**src/rtl/beta_shift_seq.sv**
```systemverilog
// Issue-side sequencer for the iterative shifter: holds an op, drives the shifter enable
// for exactly shamt cycles, captures the result and presents it through an output register.
module beta_shift_seq #(
    parameter int unsigned XLEN  = 32,
    parameter int unsigned TAG_W = 5
) (
    input  logic             clk_i,
    input  logic             rst_i,
    input  logic             flush_i,
    input  logic             in_valid_i,
    output logic             in_ready_o,
    input  logic [XLEN-1:0]  in_data_i,
    input  logic [4:0]       in_shamt_i,
    input  logic [1:0]       in_mode_i,
    input  logic [TAG_W-1:0] in_tag_i,
    output logic [XLEN-1:0]  shu_opa_o,
    output logic [4:0]       shu_opb_o,
    output logic [1:0]       shu_mode_o,
    output logic             shu_en_o,
    input  logic [XLEN-1:0]  shu_result_i,
    output logic             out_valid_o,
    input  logic             out_ready_i,
    output logic [XLEN-1:0]  out_data_o,
    output logic [TAG_W-1:0] out_tag_o,
    output logic             out_err_o
);

    // Mirrors the beta_pkg encoding; only the reserved code matters to the sequencer.
    localparam logic [1:0] ModeIllegal = 2'b11;

    typedef enum logic [1:0] {
        StIdle,
        StShift,
        StCapture,
        StOut
    } state_e;

    state_e             state_q;
    logic [4:0]         cnt_q;
    logic [XLEN-1:0]    data_q;
    logic [4:0]         shamt_q;
    logic [1:0]         mode_q;
    logic [TAG_W-1:0]   tag_q;
    logic               out_valid_q;
    logic [XLEN-1:0]    out_data_q;
    logic [TAG_W-1:0]   out_tag_q;
    logic               out_err_q;

    logic accept;
    logic in_illegal;
    logic in_bypass;

    assign in_ready_o = (state_q == StIdle) | ((state_q == StOut) & out_ready_i);
    assign accept     = in_valid_i & in_ready_o & ~flush_i;
    assign in_illegal = (in_mode_i == ModeIllegal);
    // The shifter cannot do a zero-length shift, so those ops skip it entirely.
    assign in_bypass  = (in_shamt_i == 5'd0) | in_illegal;

    assign shu_opa_o   = data_q;
    assign shu_opb_o   = shamt_q;
    assign shu_mode_o  = mode_q;
    assign shu_en_o    = (state_q == StShift) & ~flush_i;
    assign out_valid_o = out_valid_q;
    assign out_data_o  = out_data_q;
    assign out_tag_o   = out_tag_q;
    assign out_err_o   = out_err_q;

    always_ff @(posedge clk_i or posedge rst_i) begin
        if (rst_i) begin
            state_q     <= StIdle;
            cnt_q       <= 5'd0;
            data_q      <= '0;
            shamt_q     <= 5'd0;
            mode_q      <= 2'b00;
            tag_q       <= '0;
            out_valid_q <= 1'b0;
            out_data_q  <= '0;
            out_tag_q   <= '0;
            out_err_q   <= 1'b0;
        end else if (flush_i) begin
            state_q     <= StIdle;
            cnt_q       <= 5'd0;
            out_valid_q <= 1'b0;
        end else begin
            case (state_q)
                StIdle: ;
                StShift: begin
                    cnt_q <= cnt_q - 5'd1;
                    if (cnt_q == 5'd1) begin
                        state_q <= StCapture;
                    end
                end
                StCapture: begin
                    out_data_q  <= shu_result_i;
                    out_tag_q   <= tag_q;
                    out_err_q   <= 1'b0;
                    out_valid_q <= 1'b1;
                    state_q     <= StOut;
                end
                StOut: begin
                    if (out_ready_i) begin
                        out_valid_q <= 1'b0;
                        state_q     <= StIdle;
                    end
                end
                default: state_q <= StIdle;
            endcase

            // A new op overrides the hand-off above when it lands in the same cycle.
            if (accept) begin
                data_q  <= in_data_i;
                shamt_q <= in_shamt_i;
                mode_q  <= in_mode_i;
                tag_q   <= in_tag_i;
                cnt_q   <= in_shamt_i;
                if (in_bypass) begin
                    state_q     <= StOut;
                    out_valid_q <= 1'b1;
                    out_data_q  <= in_data_i;
                    out_tag_q   <= in_tag_i;
                    out_err_q   <= in_illegal;
                end else begin
                    state_q     <= StShift;
                    out_valid_q <= 1'b0;
                end
            end
        end
    end

endmodule

```
**config.mk**
```make
export PLATFORM = sky130hd
export DESIGN_NAME = beta_shift_seq
export DESIGN_NICKNAME = d
export VERILOG_FILES = /design/src/rtl/beta_shift_seq.sv
export SDC_FILE = /design/constraint.sdc
export NUM_CORES = 1
export LEC_CHECK = 0
export CAP_MARGIN = 20
export CORE_MARGIN = 2
export CORE_UTILIZATION = 40
export CTS_BUF_LIST = sky130_fd_sc_hd__clkbuf_8
export CTS_CLUSTER_SIZE = 10
export DETAILED_ROUTE_END_ITERATION = 7
export PLACE_DENSITY = 0.84
export SYNTH_ARGS = -nofsm -noshare
export SYNTH_HDL_FRONTEND = slang
export SYNTH_SLANG_ARGS = --single-unit
export TNS_END_PERCENT = 1
```
**constraint.sdc**
```tcl
create_clock -name clk_i -period 2.6 [get_ports clk_i]
set_input_delay 0.39 -clock clk_i [delete_from_list [all_inputs] [get_ports clk_i]]
set_output_delay 0.39 -clock clk_i [all_outputs]
set_load 0.005 [all_outputs]
```
==> flow_summary.html <==
<table>
<tr><th>Metric</th><th>Value</th></tr>
<tr><th colspan="2">Run status</th></tr>
<tr><td>Run status</td><td>complete, no violations</td></tr>
<tr><th colspan="2">Logic synthesis</th></tr>
<tr><td>Number of distinct library cell variants in the gate-level netlist after synthesis</td><td>39</td></tr>
<tr><td>Main synth FF type</td><td>dfrtp_1</td></tr>
<tr><td>Register area share after synthesis</td><td>56.6%</td></tr>
<tr><td>Number of synthesized register bits</td><td>90</td></tr>
<tr><td>Top-area cell type share of the netlist area</td><td>56.6%</td></tr>
<tr><td>Cells after Synth</td><td>313</td></tr>
<tr><td>Top cells by instance count after synthesis</td><td>dfrtp_1, mux2_2, nand2b_1</td></tr>
<tr><td>Synthesized area per cell</td><td>12.7 um^2</td></tr>
<tr><td>Cell taking the most area after synthesis</td><td>dfrtp_1</td></tr>
<tr><td>Proportion of register bits with asynchronous set or reset after synthesis</td><td>100%</td></tr>
<tr><td>Cell area after synthesis</td><td>3980 um^2</td></tr>
<tr><td>Synthesized Nets</td><td>396</td></tr>
<tr><td>Syn. warnings</td><td>0</td></tr>
<tr><td>Cell with the most instances after synthesis</td><td>dfrtp_1</td></tr>
<tr><td>Post-synth EDFFs</td><td>0</td></tr>
<tr><td>Top cells by area in the synthesized netlist</td><td>dfrtp_1, mux2_2, o221a_1, mux2i_1, nand2b_1</td></tr>
<tr><th colspan="2">Final layout</th></tr>
<tr><td>Area growth from synthesis to layout</td><td>49.2%</td></tr>
<tr><td>Net count of the finished layout</td><td>557</td></tr>
<tr><td>Count of antenna diodes in the layout</td><td>0</td></tr>
<tr><td>Fraction of layout instances using a drive strength above 1</td><td>16.3%</td></tr>
<tr><td>Non-filler instance count after layout</td><td>611</td></tr>
<tr><th colspan="2">Power and ir drop</th></tr>
<tr><td>Proportion of power drawn by combinational gates</td><td>37.9%</td></tr>
<tr><td>Sequential Power Share</td><td>42.9%</td></tr>
<tr><td>Clock network power share</td><td>19.2%</td></tr>
<tr><td>Leakage component of the power</td><td>2.42 nW</td></tr>
<tr><td>Cell Int Power</td><td>3.74 mW</td></tr>
<tr><td>Max VDD drop</td><td>0.479 mV</td></tr>
<tr><td>Cell area power density</td><td>869 nW/um^2</td></tr>
<tr><td>Post-route total power</td><td>5.16 mW</td></tr>
<tr><td>Switching Fraction</td><td>27.5%</td></tr>
<tr><td>Net switching power</td><td>1.42 mW</td></tr>
<tr><th colspan="2">Job</th></tr>
<tr><td>Maximum capacitance violations</td><td>0</td></tr>
<tr><th colspan="2">Worst hold path</th></tr>
<tr><td>Type of the tightest min-delay check</td><td>primary input to async pin</td></tr>
<tr><th colspan="2">Global route</th></tr>
<tr><td>Initial antenna violation count</td><td>0</td></tr>
<tr><td>Overflow after GRT</td><td>0</td></tr>
<tr><td>GRT Util Overall</td><td>20.1%</td></tr>
<tr><td>Global-route wire length before repair</td><td>17.3 mm</td></tr>
<tr><td>Largest net degree at the start of global routing</td><td>91</td></tr>
<tr><td>Vias in the first global route</td><td>3,368</td></tr>
<tr><th colspan="2">Setup path</th></tr>
<tr><td>Crit path required time</td><td>2210 ps</td></tr>
<tr><td>Startpoint kind of the worst setup timing path</td><td>flip-flop</td></tr>
<tr><td>Maximum fanout encountered on the critical timing path</td><td>12</td></tr>
<tr><td>Critical path capture point type</td><td>output pin</td></tr>
<tr><td>Arrival @ worst endpoint</td><td>2030 ps</td></tr>
<tr><td>Critical path start-end classification</td><td>flip-flop to output pin</td></tr>
<tr><th colspan="2">Floorplan</th></tr>
<tr><td>Die Area</td><td>10,800 um^2</td></tr>
<tr><td>Number of top-level design ports</td><td>161</td></tr>
<tr><td>Core footprint</td><td>9730 um^2</td></tr>
<tr><td>Horiz. Die Dim</td><td>104 um</td></tr>
<tr><td>Die boundary height</td><td>104 um</td></tr>
<tr><td>Initial core utilization</td><td>40.9%</td></tr>
<tr><td>Row count</td><td>36</td></tr>
<tr><th colspan="2">Timing</th></tr>
<tr><td>Hold Violations, Final</td><td>0</td></tr>
<tr><td>Count of endpoints failing setup in the final report</td><td>0</td></tr>
<tr><td>Worst-case clock skew</td><td>14.8 ps</td></tr>
<tr><td>Max Transition Viols Final</td><td>0</td></tr>
<tr><td>Slew at the pin closest to its max-slew limit</td><td>499 ps</td></tr>
<tr><td>Worst hold-check slack</td><td>485 ps</td></tr>
<tr><td>Unrepaired setup endpoints after global routing</td><td>no</td></tr>
<tr><td>Relative slew margins</td><td>66.7%</td></tr>
<tr><td>Final critical-path required period</td><td>2420 ps</td></tr>
<tr><td>Highest clock frequency the design can meet</td><td>0.413 GHz</td></tr>
<tr><td>Sum Neg Setup Slack</td><td>0 ps</td></tr>
<tr><td>Final critical-path share of the clock period</td><td>93.1%</td></tr>
<tr><th colspan="2">Clock tree</th></tr>
<tr><td>Setup Buffers After CTS</td><td>0</td></tr>
<tr><td>Number of cells upsized or downsized after cts</td><td>0</td></tr>
<tr><td>CTS clock-pin slew for the worst setup and hold paths</td><td>100 ps</td></tr>
<tr><td>Later-pin clock latency in the skew report</td><td>350 ps</td></tr>
<tr><td>Number of buffers on the longest clock path</td><td>2</td></tr>
<tr><td>Number of hold-repair buffers added at the cts stage</td><td>0</td></tr>
<tr><td>Buffer type at the clock tree root</td><td>clkbuf_8</td></tr>
<tr><td>Number of buffers added by the clock tree synthesis step</td><td>9</td></tr>
<tr><td>H-tree depth</td><td>3</td></tr>
<tr><td>Sink Count</td><td>90</td></tr>
<tr><td>TritonCTS clock tree</td><td>yes</td></tr>
<tr><th colspan="2">Detailed routing</th></tr>
<tr><td>Number of remaining DRC errors</td><td>0</td></tr>
<tr><td>Via count</td><td>3,127</td></tr>
<tr><td>DR pass1 iterations</td><td>4</td></tr>
<tr><td>Post-detailed-route wirelength per cell</td><td>17.2 um</td></tr>
<tr><td>Amount of wire on met2 after detailed routing</td><td>5.26 mm</td></tr>
<tr><td>Routed met1 length</td><td>4.54 mm</td></tr>
<tr><td>Iteration-0 DRC Markers</td><td>114</td></tr>
<tr><td>Average via count per standard cell</td><td>5.12</td></tr>
<tr><td>Antenna Violating Nets Remaining</td><td>0</td></tr>
<tr><td>Final routed wirelength across all metal layers</td><td>10.5 mm</td></tr>
<tr><td>DR top layer</td><td>met4</td></tr>
<tr><td>Total length of routed met3 wires</td><td>444 um</td></tr>
<tr><th colspan="2">Placement</th></tr>
<tr><td>Number of I/O port buffers</td><td>160</td></tr>
<tr><td>Dpl hpwl</td><td>7.53 mm</td></tr>
<tr><td>Cell Count Post-Placement</td><td>596</td></tr>
<tr><td>Routability congestion estimate from global placement</td><td>0.767</td></tr>
</table>
==> final timing paths <==
check / slack (ps) / depth (start not counted) / end / startpoint
max: 180 / 3 / shu_en_o / state_q[1]
min: 490 / 3 / out_data_o[17] / rst_i
max in group asynchronous: 1680 / 3 / shu_opa_o[9] / rst_i
min reg2reg: 490 / 2 / shu_opb_o[2] / shu_opb_o[2]
max reg2reg: 740 / 6 / out_tag_o[1] / state_q[0]
min in group clk_i: 490 / 2 / shu_opb_o[2] / shu_opb_o[2]
==> cell type report <==
cell class | count | area [um^2]
Clock buffer | 11 | 151
Clock inverter | 4 | 51.3
Fill cell | 798 | 3790
Inverter | 6 | 26.3
Multi-Input combinational cell | 197 | 1570
Sequential cell | 90 | 2250
Tap cell | 133 | 166
Timing Repair Buffer | 170 | 1710
==> logic make-up after synthesis <==
| kind of cell | share of synthesized area, % |
|---|---|
| mux | 15.8 |
| simple gates | 10.4 |
| compound gates | 12.2 |
| fa+ha+maj | 0.629 |
| flops | 56.6 |
| xor+xnor | 0.220 |
| buf+inv | 4.06 |
==> per-stage QoR <==
step | setup WS (ps) | cell area, um^2 | utilization (%)
6_report | 179 | 5930 | 61.0
4_1_cts | 166 | 5930 | 61.0
3_5_place_dp | 257 | 5730 | 58.9
2_1_floorplan | 839 | 3980 | -
5_1_grt | 94.0 | 5930 | 61.0
3_3_place_gp | 272 | 5730 | 58.9
==> state kept, by name, indices dropped and copies added, names as in the netlist, 2 cells and up <==
signal      cells
shu_opa_o      32
tag_q           5
out_tag_o       5
shu_opb_o       5
out_data_o     32
cnt_q           5
shu_mode_o      2
state_q         2
==> power by group through the flow <==
stage | Sequential (mW) | Clock, mW | Combinational [mW]
after floorplan | 2.23 | 0 | 0.662
after global placement | 2.21 | 0 | 1.91
after detailed placement | 2.23 | 0 | 1.98
after CTS | 2.22 | 1.02 | 1.98
after global routing | 2.28 | 1.07 | 2.10
final | 2.21 | 0.990 | 1.96
==> critical path, cell delays in order (launching register included) <==
cell and delay [ps]:
dfrtp_1 500, or3b_2 540, inv_1 140, clkdlybuf4s50_1 520
==> placed cells by master (no fill, tap or decap), types with 2 or more instances in the layout <==
master / n
a21oi_1: 5
a22oi_1: 3
a31oi_1: 3
buf_12: 3
buf_4: 7
clkbuf_8: 11
clkdlybuf4s50_1: 160
clkinvlp_4: 2
dfrtp_1: 90
ha_1: 2
inv_1: 5
mux2_2: 39
mux2i_1: 19
nand2_1: 19
nand2b_1: 23
nand3_1: 10
nor2_1: 13
nor2b_1: 2
nor3_1: 4
o21a_1: 2
o21ai_0: 13
o221a_1: 19
o221a_2: 4
o22ai_1: 2
==> per-layer routing <==
| layer | global-route usage, % | vias to the layer above |
|---|---|---|
| li1 | - | 1451 |
| met1 | 25.4 | 1561 |
| met2 | 34.4 | 96 |
| met3 | 3.78 | 19 |
| met4 | 7.43 | 0 |
| met5 | 0 | - |
(Power assumes the default switching activity.)
